`src/rtl/seg_scan_mux_if.sv`:
```
// Bus between the segment decoders and the 7-segment scan driver.
//   seg_in      : packed 7-bit patterns, digit 0 in the low bits, 1 = segment lit
//   load        : capture seg_in into the shadow buffer
//   enable      : 1 = scan, 0 = display dark with the scan parked
//   an          : registered digit anode selects
//   seg_out     : registered segment lines for the selected digit
//   dig_idx     : digit currently selected or about to be selected
//   frame_start : one-cycle pulse at every frame boundary
//   pending     : shadow buffer holds data not yet shown
// master = pattern source side, slave = scan driver side.
interface seg_scan_mux_if #(
  parameter int N_DIGITS = 4
);
  localparam int IW = (N_DIGITS > 1) ? $clog2(N_DIGITS) : 1;

  logic [7*N_DIGITS-1:0] seg_in;
  logic                  load;
  logic                  enable;
  logic [N_DIGITS-1:0]   an;
  logic [6:0]            seg_out;
  logic [IW-1:0]         dig_idx;
  logic                  frame_start;
  logic                  pending;

  modport master (
    output seg_in, load, enable,
    input  an, seg_out, dig_idx, frame_start, pending
  );

  modport slave (
    input  seg_in, load, enable,
    output an, seg_out, dig_idx, frame_start, pending
  );
endinterface

```
`src/rtl/seg_scan_mux.sv`:
```
// Time-multiplexed scan driver for a multi-digit 7-segment display.
// Patterns are captured into a shadow buffer on load and copied to the active
// buffer only at a frame boundary, so a frame never mixes old and new data.
// Each digit is preceded by a blanking gap (all anodes off) to stop ghosting.
// Ports:
//   clk : system clock
//   rst : synchronous reset, active-high
//   bus : seg_scan_mux_if.slave (seg_in, load, enable in; an, seg_out,
//         dig_idx, frame_start, pending out, all outputs registered)
module seg_scan_mux #(
  parameter int N_DIGITS         = 4,
  parameter int DIGIT_CYCLES     = 50000,
  parameter int BLANK_CYCLES     = 1000,
  parameter int ANODE_ACTIVE_LOW = 1,
  parameter int SEG_ACTIVE_LOW   = 0
) (
  input  logic           clk,
  input  logic           rst,
  seg_scan_mux_if.slave  bus
);

  localparam int IW   = $clog2(N_DIGITS);
  localparam int CMAX = (DIGIT_CYCLES > BLANK_CYCLES) ? DIGIT_CYCLES : BLANK_CYCLES;
  localparam int CW   = (CMAX > 1) ? $clog2(CMAX) : 1;

  localparam logic [CW-1:0] DRIVE_LAST = CW'(DIGIT_CYCLES - 1);
  // BLANK_CYCLES of 0 or 1 both give a single blank cycle.
  localparam logic [CW-1:0] BLANK_LAST = CW'((BLANK_CYCLES > 1) ? (BLANK_CYCLES - 1) : 0);
  localparam logic [IW-1:0] IDX_LAST   = IW'(N_DIGITS - 1);

  // XOR masks: an inactive anode / unlit segment in output polarity.
  localparam logic [N_DIGITS-1:0] AN_OFF  = (ANODE_ACTIVE_LOW != 0) ? {N_DIGITS{1'b1}} : {N_DIGITS{1'b0}};
  localparam logic [6:0]          SEG_OFF = (SEG_ACTIVE_LOW != 0) ? 7'h7F : 7'h00;

  typedef enum logic [0:0] {
    ST_BLANK = 1'b0,
    ST_DRIVE = 1'b1
  } state_t;

  state_t                state_r, state_nxt_s;
  logic [CW-1:0]         cnt_r, cnt_nxt_s;
  logic [IW-1:0]         idx_r, idx_nxt_s;
  logic [7*N_DIGITS-1:0] shadow_r, shadow_nxt_s;
  logic [7*N_DIGITS-1:0] active_r, active_nxt_s;
  logic                  pending_r, pending_nxt_s;
  logic                  en_prev_r;
  logic [N_DIGITS-1:0]   an_r, an_nxt_s;
  logic [6:0]            seg_r, seg_nxt_s;
  logic                  fs_r;
  logic                  wrap_s;
  logic                  fb_s;
  logic [N_DIGITS-1:0]   onehot_s;
  logic [6:0]            sel_s;

  // Frame boundary: leaving the last digit's DRIVE, or first enabled edge
  // after reset / after the scan was parked.
  assign wrap_s = (state_r == ST_DRIVE) && (cnt_r == DRIVE_LAST) && (idx_r == IDX_LAST);
  assign fb_s   = bus.enable && (!en_prev_r || wrap_s);

  // Next-state, buffer and output decode.
  always_comb begin
    state_nxt_s   = state_r;
    cnt_nxt_s     = cnt_r;
    idx_nxt_s     = idx_r;
    shadow_nxt_s  = shadow_r;
    active_nxt_s  = active_r;
    pending_nxt_s = pending_r;
    onehot_s      = {N_DIGITS{1'b0}};
    sel_s         = 7'h00;
    an_nxt_s      = AN_OFF;
    seg_nxt_s     = SEG_OFF;

    if (!bus.enable) begin
      state_nxt_s = ST_BLANK;
      cnt_nxt_s   = {CW{1'b0}};
      idx_nxt_s   = {IW{1'b0}};
    end else begin
      case (state_r)
        ST_BLANK: begin
          if (cnt_r == BLANK_LAST) begin
            state_nxt_s = ST_DRIVE;
            cnt_nxt_s   = {CW{1'b0}};
          end else begin
            cnt_nxt_s = cnt_r + CW'(1'b1);
          end
        end
        ST_DRIVE: begin
          if (cnt_r == DRIVE_LAST) begin
            state_nxt_s = ST_BLANK;
            cnt_nxt_s   = {CW{1'b0}};
            if (idx_r == IDX_LAST) begin
              idx_nxt_s = {IW{1'b0}};
            end else begin
              idx_nxt_s = idx_r + IW'(1'b1);
            end
          end else begin
            cnt_nxt_s = cnt_r + CW'(1'b1);
          end
        end
        default: begin
          state_nxt_s = ST_BLANK;
          cnt_nxt_s   = {CW{1'b0}};
          idx_nxt_s   = {IW{1'b0}};
        end
      endcase
    end

    // The transfer uses the shadow as it was before this edge, so a load on
    // the boundary edge is kept pending for the following frame.
    if (fb_s && pending_r) begin
      active_nxt_s = shadow_r;
    end else begin
      active_nxt_s = active_r;
    end

    if (bus.load) begin
      shadow_nxt_s  = bus.seg_in;
      pending_nxt_s = 1'b1;
    end else if (fb_s) begin
      shadow_nxt_s  = shadow_r;
      pending_nxt_s = 1'b0;
    end else begin
      shadow_nxt_s  = shadow_r;
      pending_nxt_s = pending_r;
    end

    for (int i = 0; i < N_DIGITS; i++) begin
      onehot_s[i] = (idx_nxt_s == IW'(i));
    end
    // Next-state values so a digit entered on a boundary edge shows the
    // freshly transferred data.
    sel_s = active_nxt_s[32'd7 * 32'(idx_nxt_s) +: 7];

    if (state_nxt_s == ST_DRIVE) begin
      an_nxt_s  = onehot_s ^ AN_OFF;
      seg_nxt_s = sel_s ^ SEG_OFF;
    end else begin
      an_nxt_s  = AN_OFF;
      seg_nxt_s = SEG_OFF;
    end
  end

  // State, buffers and registered outputs.
  always_ff @(posedge clk) begin
    if (rst) begin
      state_r   <= ST_BLANK;
      cnt_r     <= {CW{1'b0}};
      idx_r     <= {IW{1'b0}};
      shadow_r  <= {(7*N_DIGITS){1'b0}};
      active_r  <= {(7*N_DIGITS){1'b0}};
      pending_r <= 1'b0;
      en_prev_r <= 1'b0;
      an_r      <= AN_OFF;
      seg_r     <= SEG_OFF;
      fs_r      <= 1'b0;
    end else begin
      state_r   <= state_nxt_s;
      cnt_r     <= cnt_nxt_s;
      idx_r     <= idx_nxt_s;
      shadow_r  <= shadow_nxt_s;
      active_r  <= active_nxt_s;
      pending_r <= pending_nxt_s;
      en_prev_r <= bus.enable;
      an_r      <= an_nxt_s;
      seg_r     <= seg_nxt_s;
      fs_r      <= fb_s;
    end
  end

  assign bus.an          = an_r;
  assign bus.seg_out     = seg_r;
  assign bus.dig_idx     = idx_r;
  assign bus.frame_start = fs_r;
  assign bus.pending     = pending_r;

endmodule
```
`src/flat_wrapper.sv`:
```
// flat-port wrapper written by rule: the top's interface ports become plain ports
module seg_scan_mux_flat 
#(
  parameter int N_DIGITS         = 4,
  parameter int DIGIT_CYCLES     = 50000,
  parameter int BLANK_CYCLES     = 1000,
  parameter int ANODE_ACTIVE_LOW = 1,
  parameter int SEG_ACTIVE_LOW   = 0
)
  (clk, rst, bus_seg_in, bus_load, bus_enable, bus_an, bus_seg_out, bus_dig_idx, bus_frame_start, bus_pending);
  seg_scan_mux_if #(.N_DIGITS(N_DIGITS)) bus_i ();
  input  logic clk;
  input  logic rst;
  input wire logic [$bits(bus_i.seg_in)-1:0] bus_seg_in;
  input wire logic [$bits(bus_i.load)-1:0] bus_load;
  input wire logic [$bits(bus_i.enable)-1:0] bus_enable;
  output wire logic [$bits(bus_i.an)-1:0] bus_an;
  output wire logic [$bits(bus_i.seg_out)-1:0] bus_seg_out;
  output wire logic [$bits(bus_i.dig_idx)-1:0] bus_dig_idx;
  output wire logic [$bits(bus_i.frame_start)-1:0] bus_frame_start;
  output wire logic [$bits(bus_i.pending)-1:0] bus_pending;
  assign bus_i.seg_in = bus_seg_in;
  assign bus_i.load = bus_load;
  assign bus_i.enable = bus_enable;
  assign bus_an = bus_i.an;
  assign bus_seg_out = bus_i.seg_out;
  assign bus_dig_idx = bus_i.dig_idx;
  assign bus_frame_start = bus_i.frame_start;
  assign bus_pending = bus_i.pending;
  seg_scan_mux #(.N_DIGITS(N_DIGITS), .DIGIT_CYCLES(DIGIT_CYCLES), .BLANK_CYCLES(BLANK_CYCLES), .ANODE_ACTIVE_LOW(ANODE_ACTIVE_LOW), .SEG_ACTIVE_LOW(SEG_ACTIVE_LOW)) u_core (.clk(clk), .rst(rst), .bus(bus_i));
endmodule
```
`config.mk`:
```
export PLATFORM = sky130hd
export DESIGN_NAME = seg_scan_mux_flat
export DESIGN_NICKNAME = d
export VERILOG_FILES = /design/src/rtl/seg_scan_mux_if.sv /design/src/rtl/seg_scan_mux.sv /design/src/flat_wrapper.sv
export SDC_FILE = /design/constraint.sdc
export NUM_CORES = 1
export LEC_CHECK = 0
export ABC_AREA = 1
export BUFFER_PORTS_ARGS = -buffer_cell sky130_fd_sc_hd__buf_2
export CELL_PAD_IN_SITES_DETAIL_PLACEMENT = 0
export CELL_PAD_IN_SITES_GLOBAL_PLACEMENT = 1
export CORE_MARGIN = 4
export CORE_UTILIZATION = 45
export DETAILED_ROUTE_END_ITERATION = 8
export PLACE_DENSITY_LB_ADDON = 0.12
export SLEW_MARGIN = 10
export SYNTH_ARGS = -nofsm -noshare
export SYNTH_HDL_FRONTEND = slang
export SYNTH_SLANG_ARGS = --single-unit
```
`constraint.sdc`:
```
create_clock -name clk -period 4.55 [get_ports clk]
set_input_delay 0.91 -clock clk [delete_from_list [all_inputs] [get_ports clk]]
set_output_delay 0.91 -clock clk [all_outputs]
set_load 0.005 [all_outputs]
```
## Yosys cells after proc, flatten, opt, wreduce, memory -nomap -nowiden

Cells that the tools add are included.

- Register bits after elaboration: 89
- Bits of input ports: 32
- Output and inout port bits: 15
- Logic and storage cells: 48

- Add/subtract/negate cells: 2
- $mul: 1
- Equal/unequal tests: 6
- Shift-type cells: 1
- Mux-type cells: 14
- Bitwise operators: 4
- Reduce and logical (&&, ||, !) cells: 10

Operator list:

| cell | number |
|---|---|
| two-way mux 16 bit | 2 |
| case mux 16 bit (2 select lines) | 1 |
| two-way mux 28 bit | 1 |
| variable part select 28 x 6 -> 7 bit | 1 |
| adder 16 x 1 -> 16 bit (second input constant) | 1 |
| equality test 16 x 10 -> 1 bit (second input constant) | 1 |
| equality test 16 bit (second input constant) | 1 |
| two-way mux 2 bit | 4 |
| equality test 2 bit (second input constant) | 3 |
| multiplier 3 x 2 -> 5 bit (first input constant) | 1 |
| two-way mux 1 bit | 5 |
| logical AND 1 bit | 4 |
| inverter 4 bit | 1 |
| OR reduction 2 bit | 2 |
| inverter 1 bit | 3 |
| adder 2 x 1 -> 2 bit (second input constant) | 1 |
| equality test 2 x 1 -> 1 bit (second input constant) | 1 |
| logical NOT 2 bit | 1 |
| case mux 1 bit (2 select lines) | 1 |
| nonzero test 2 bit | 1 |
| logical NOT 1 bit | 1 |
| logical OR 1 bit | 1 |

## Logic depth before layout (Yosys ltp)

- Word-level depth: 8
- Depth in mapped cells: 13
- Gate-level depth less buffers: 13

## Worst setup path before layout

Ideal clock, no wire load.

- Kind: input-to-reg
- Start: in bus_enable
- End: reg u_core.seg_r[4], in the netlist u_core.bus.seg_out[4]
- Library setup time: 0.119 ns
- Arrival: 2.051 ns
- Required time: 4.431 ns
- Path slack: 2.381 ns
- Cell stages on the path: 8
- Buffers on the path: 3
- Path through: buf_2 clkbuf_1 clkbuf_1 nand4_1 nand3_1 nand2_1 nor2_1 nor2_1

- Word-level cells in the longest chain between the ends: 4
- Elaborated cells between the ends (all ways): 9
- Classes of those cells: mul: 1; shift: 1; mux: 3; bitwise: 1; reduce/logical: 3

RTL lines:

| element | line | RTL |
|---|---|---|
| start: declaration | flat_wrapper.sv:16 | `input wire logic [$bits(bus_i.enable)-1:0] bus_enable;` |
| parallel branches: the longest is 4 deep, another holds multiplier 3 x 2 -> 5 bit | - |  |
| end signal: assignment | seg_scan_mux.sv:165 | `seg_r <= seg_nxt_s;` |
| end: declaration | seg_scan_mux.sv:48 | `logic [6:0] seg_r, seg_nxt_s;` |

Several ways; the timed one is not identified.
A chain may end at the register's enable or synchronous reset.

## Final worst setup path

- Start: in rst
- End: reg u_core.cnt_r[10]

- Word-level cells in the longest chain between the ends: 1

RTL lines:

| element | line | RTL |
|---|---|---|
| start: declaration | flat_wrapper.sv:13 | `input logic rst;` |
| OR reduction 2 bit (no source line) | - |  |
| end signal: assignment | seg_scan_mux.sv:147 | `cnt_r <= {CW{1'b0}};` |
| end signal: assignment | seg_scan_mux.sv:158 | `cnt_r <= cnt_nxt_s;` |
| end: declaration | seg_scan_mux.sv:41 | `logic [CW-1:0] cnt_r, cnt_nxt_s;` |

No other way between the ends.

==> flow_metrics.py <==
metrics = {
    "global_route": {
        "grt_pass1_wl_um": 14600,
        "grt_max_degree": 58,
        "grt_pass1_vias": 3120,
        "antenna_found_initial": 0,
        "grtUsageTotal_pct": 18.3,
        "overflow": 0,
    },
    "clock_tree": {
        "ctsHtreeMaxLevel": 3,
        "cts_tree": "built",
        "cts_resized": 0,
        "clock-sinks": 89,
        "clkLatencyLatePin_ps": 350,
        "root_buffer": "clkbuf_8",
        "clock_path_buffers": 2,
        "hold_buffers": 0,
        "cts.clk_slew.worst_paths_ps": 80,
        "numCtsBuffers": 9,
        "cts_setup_buffers": 0,
    },
    "yosys": {
        "ys_seq_area_share_pct": 46.2,
        "synthArstFlopShare_pct": 0,
        "yosysTopAreaCell": "dfxtp_1",
        "yosysWarnings": 0,
        "ys_ff_latch": 89,
        "synth-edff-count": 0,
        "synth_top_area_share_pct": 46.2,
        "syn_area_um2": 3850,
        "synth_nets": 562,
        "ys_types": 27,
        "synth.area.top_cells": "dfxtp_1, nand2_1, inv_1",
        "synth-main-ff-cell": "dfxtp_1",
        "syn_avg_cell_area_um2": 7.30,
        "synthCells": 528,
    },
    "route": {
        "route.antenna.remaining_nets": 0,
        "vias": 3287,
        "drt_iter0_drc": 149,
        "drc": 0,
        "first_pass_iters": 5,
        "drt_wl_total_um": 8590,
        "viasPerCell": 4.90,
        "routedWlPerCell_um": 12.8,
    },
    "sta": {
        "worstMarginPinSlew_ps": 685,
        "fin_ws_ps": 1650,
        "slew-limit-headroom_pct": 54.3,
        "fmax_mhz": 345,
        "drv_slew": 0,
        "hold_viol_final": 0,
        "fin_skew_ps": 7.19,
        "timing.final.crit_share_pct": 63.7,
        "finalSetupViolations": 0,
        "rsz0062_at_grt": "no",
        "fin_crit_ps": 2900,
        "fin_tns_setup_ps": 0,
    },
    "power": {
        "power_frac_clock_pct": 34.5,
        "vdd_ir_drop_max_uv": 145,
        "p_sw_mw": 0.363,
        "p_leak_nw": 1.90,
        "combPwrFrac_pct": 9.2,
        "power_frac_seq_pct": 56.3,
        "p_per_area_nw_per_um2": 340,
        "power.internal_mw": 1.09,
        "total_power_mw": 1.46,
        "p_sw_share_pct": 24.9,
    },
    "critical_path": {
        "crit_fanout": 33,
        "worst_setup_path_end_kind": "register",
        "rrSetupSlack_ps": 1930,
        "crit_type": "input port to register",
        "required_ps": 4820,
        "rr_startpoint": "u_core.cnt_r[0]",
        "r2r_end": "u_core.bus.seg_out[1]",
        "r2r_cells": 11,
        "cp-start-kind": "input port",
        "worstPathArrival_ps": 3170,
    },
    "placement": {
        "dp.cells": 656,
        "routabilityCongestion": 0.772,
        "hpwl_um": 6350,
        "dp_slack_ps": 1240,
        "numPortBuffers": 46,
    },
    "worst_hold_path": {
        "whs_path_depth": 1,
        "hp-class": "register to register",
        "hp-start": "u_core.cnt_r[0]",
        "whs_endpoint": "u_core.cnt_r[0]",
    },
    "floorplanning": {
        "core_um2": 8260,
        "die_w_um": 101,
        "ios": 47,
        "placementRows": 33,
        "dieHeight_um": 101,
        "start_util_pct": 46.7,
        "dieArea_um2": 10100,
    },
    "status": {
        "status": "complete, no violations",
    },
    "layout": {
        "final_cell_mix": "nand2_1, dfxtp_1, inv_1",
        "final_cells": 671,
        "fin_nets": 596,
        "diodes": 0,
        "final_common_cell": "nand2_1",
        "drive_gt1_share_pct": 15.5,
        "areaGrowthSynthToFinish_pct": 11.2,
    },
    "run": {
        "max-cap-violations": 0,
    },
}
cells by family (layout without fill, tap and decap cells):
| kind of cell | count (synthesis) | in the layout | synth area share, % |
|---|---|---|---|
| AO/OA/AOI/OAI | 69 | 69 | 9.03 |
| XOR/XNOR | 2 | 2 | 0.455 |
| adder cells (fa/ha/maj) | 2 | 2 | 0.649 |
| buffers and inverters | 110 | 148 | 11.6 |
| flip-flops | 89 | 89 | 46.2 |
| AND/OR/NAND/NOR | 256 | 256 | 32.0 |
synth_stat cells, types with 2 or more instances:
cell	number
nor2_4	4
dfxtp_1	89
o21ai_0	26
nor2_1	65
nand3_1	33
inv_1	83
nand3_2	3
nor3_4	2
clkbuf_1	18
xor2_1	2
nor3b_1	2
nand2_2	12
a21oi_1	36
nor3_1	7
buf_2	4
o21ai_1	6
nand2_1	90
buf_6	4
nand4_1	33
ha_1	2
power groups by stage:
stage / Sequential, mW / Clock (mW) / Combinational, mW
floorplan: 0.837 / 0 / 0.103
global placement: 0.838 / 0 / 0.132
detailed placement: 0.839 / 0 / 0.135
CTS: 0.821 / 0.522 / 0.136
global route: 0.824 / 0.564 / 0.157
finish: 0.821 / 0.502 / 0.135
layout make-up:
cell class / count / area [µm²]
Clock inverter: 3 / 15.0
Timing Repair Buffer: 49 / 253
Clock buffer: 12 / 165
Tap cell: 105 / 131
Inverter: 84 / 315
Multi-Input combinational cell: 329 / 1620
Sequential cell: 89 / 1780
Fill cell: 834 / 3970
metrics by stage:
stage          utilization [%]  hold slack [ps]  instance area (µm²)
2_1_floorplan                -              418                 3850
3_3_place_gp              49.7              427                 4100
3_5_place_dp              49.7              439                 4100
4_1_cts                   51.9              460                 4280
5_1_grt                   51.9              489                 4280
6_report                  51.9              453                 4280
worst max-delay path, cell delays in order:
cell      delay (ps)
buf_2            300
inv_1            600
nand2_1          220
inv_1            120
nand2_1           70
nor2_1           330
clkinv_1         340
nor3b_1          240
how the worst max path moves through the flow:
stage | from | to | slack [ps]
5_1_grt | rst | u_core.cnt_r[10] | 1370
2_1_floorplan | bus_enable | u_core.bus.seg_out[4] | 2380
3_5_place_dp | rst | u_core.cnt_r[3] | 1240
4_1_cts | rst | u_core.cnt_r[3] | 1630
6_report | rst | u_core.cnt_r[10] | 1650
3_3_place_gp | rst | u_core.cnt_r[3] | 1320
layer usage:
metal	GRT usage [%]	wire length (µm)
met2	27.4	3670
met5	0	0
met1	25.9	4380
met3	3.74	385
met4	7.15	155
flip-flops by register name (all words and copies together) (netlist names):
signal	cells
u_core.active_r	28
u_core.shadow_r	28
u_core.cnt_r	16
u_core.bus.seg_out	7
u_core.bus.an	4
u_core.bus.dig_idx	2
u_core.bus.frame_start	1
u_core.bus.pending	1
u_core.en_prev_r	1
u_core.state_r	1
No activity file was read; power rests on OpenSTA's default activity.
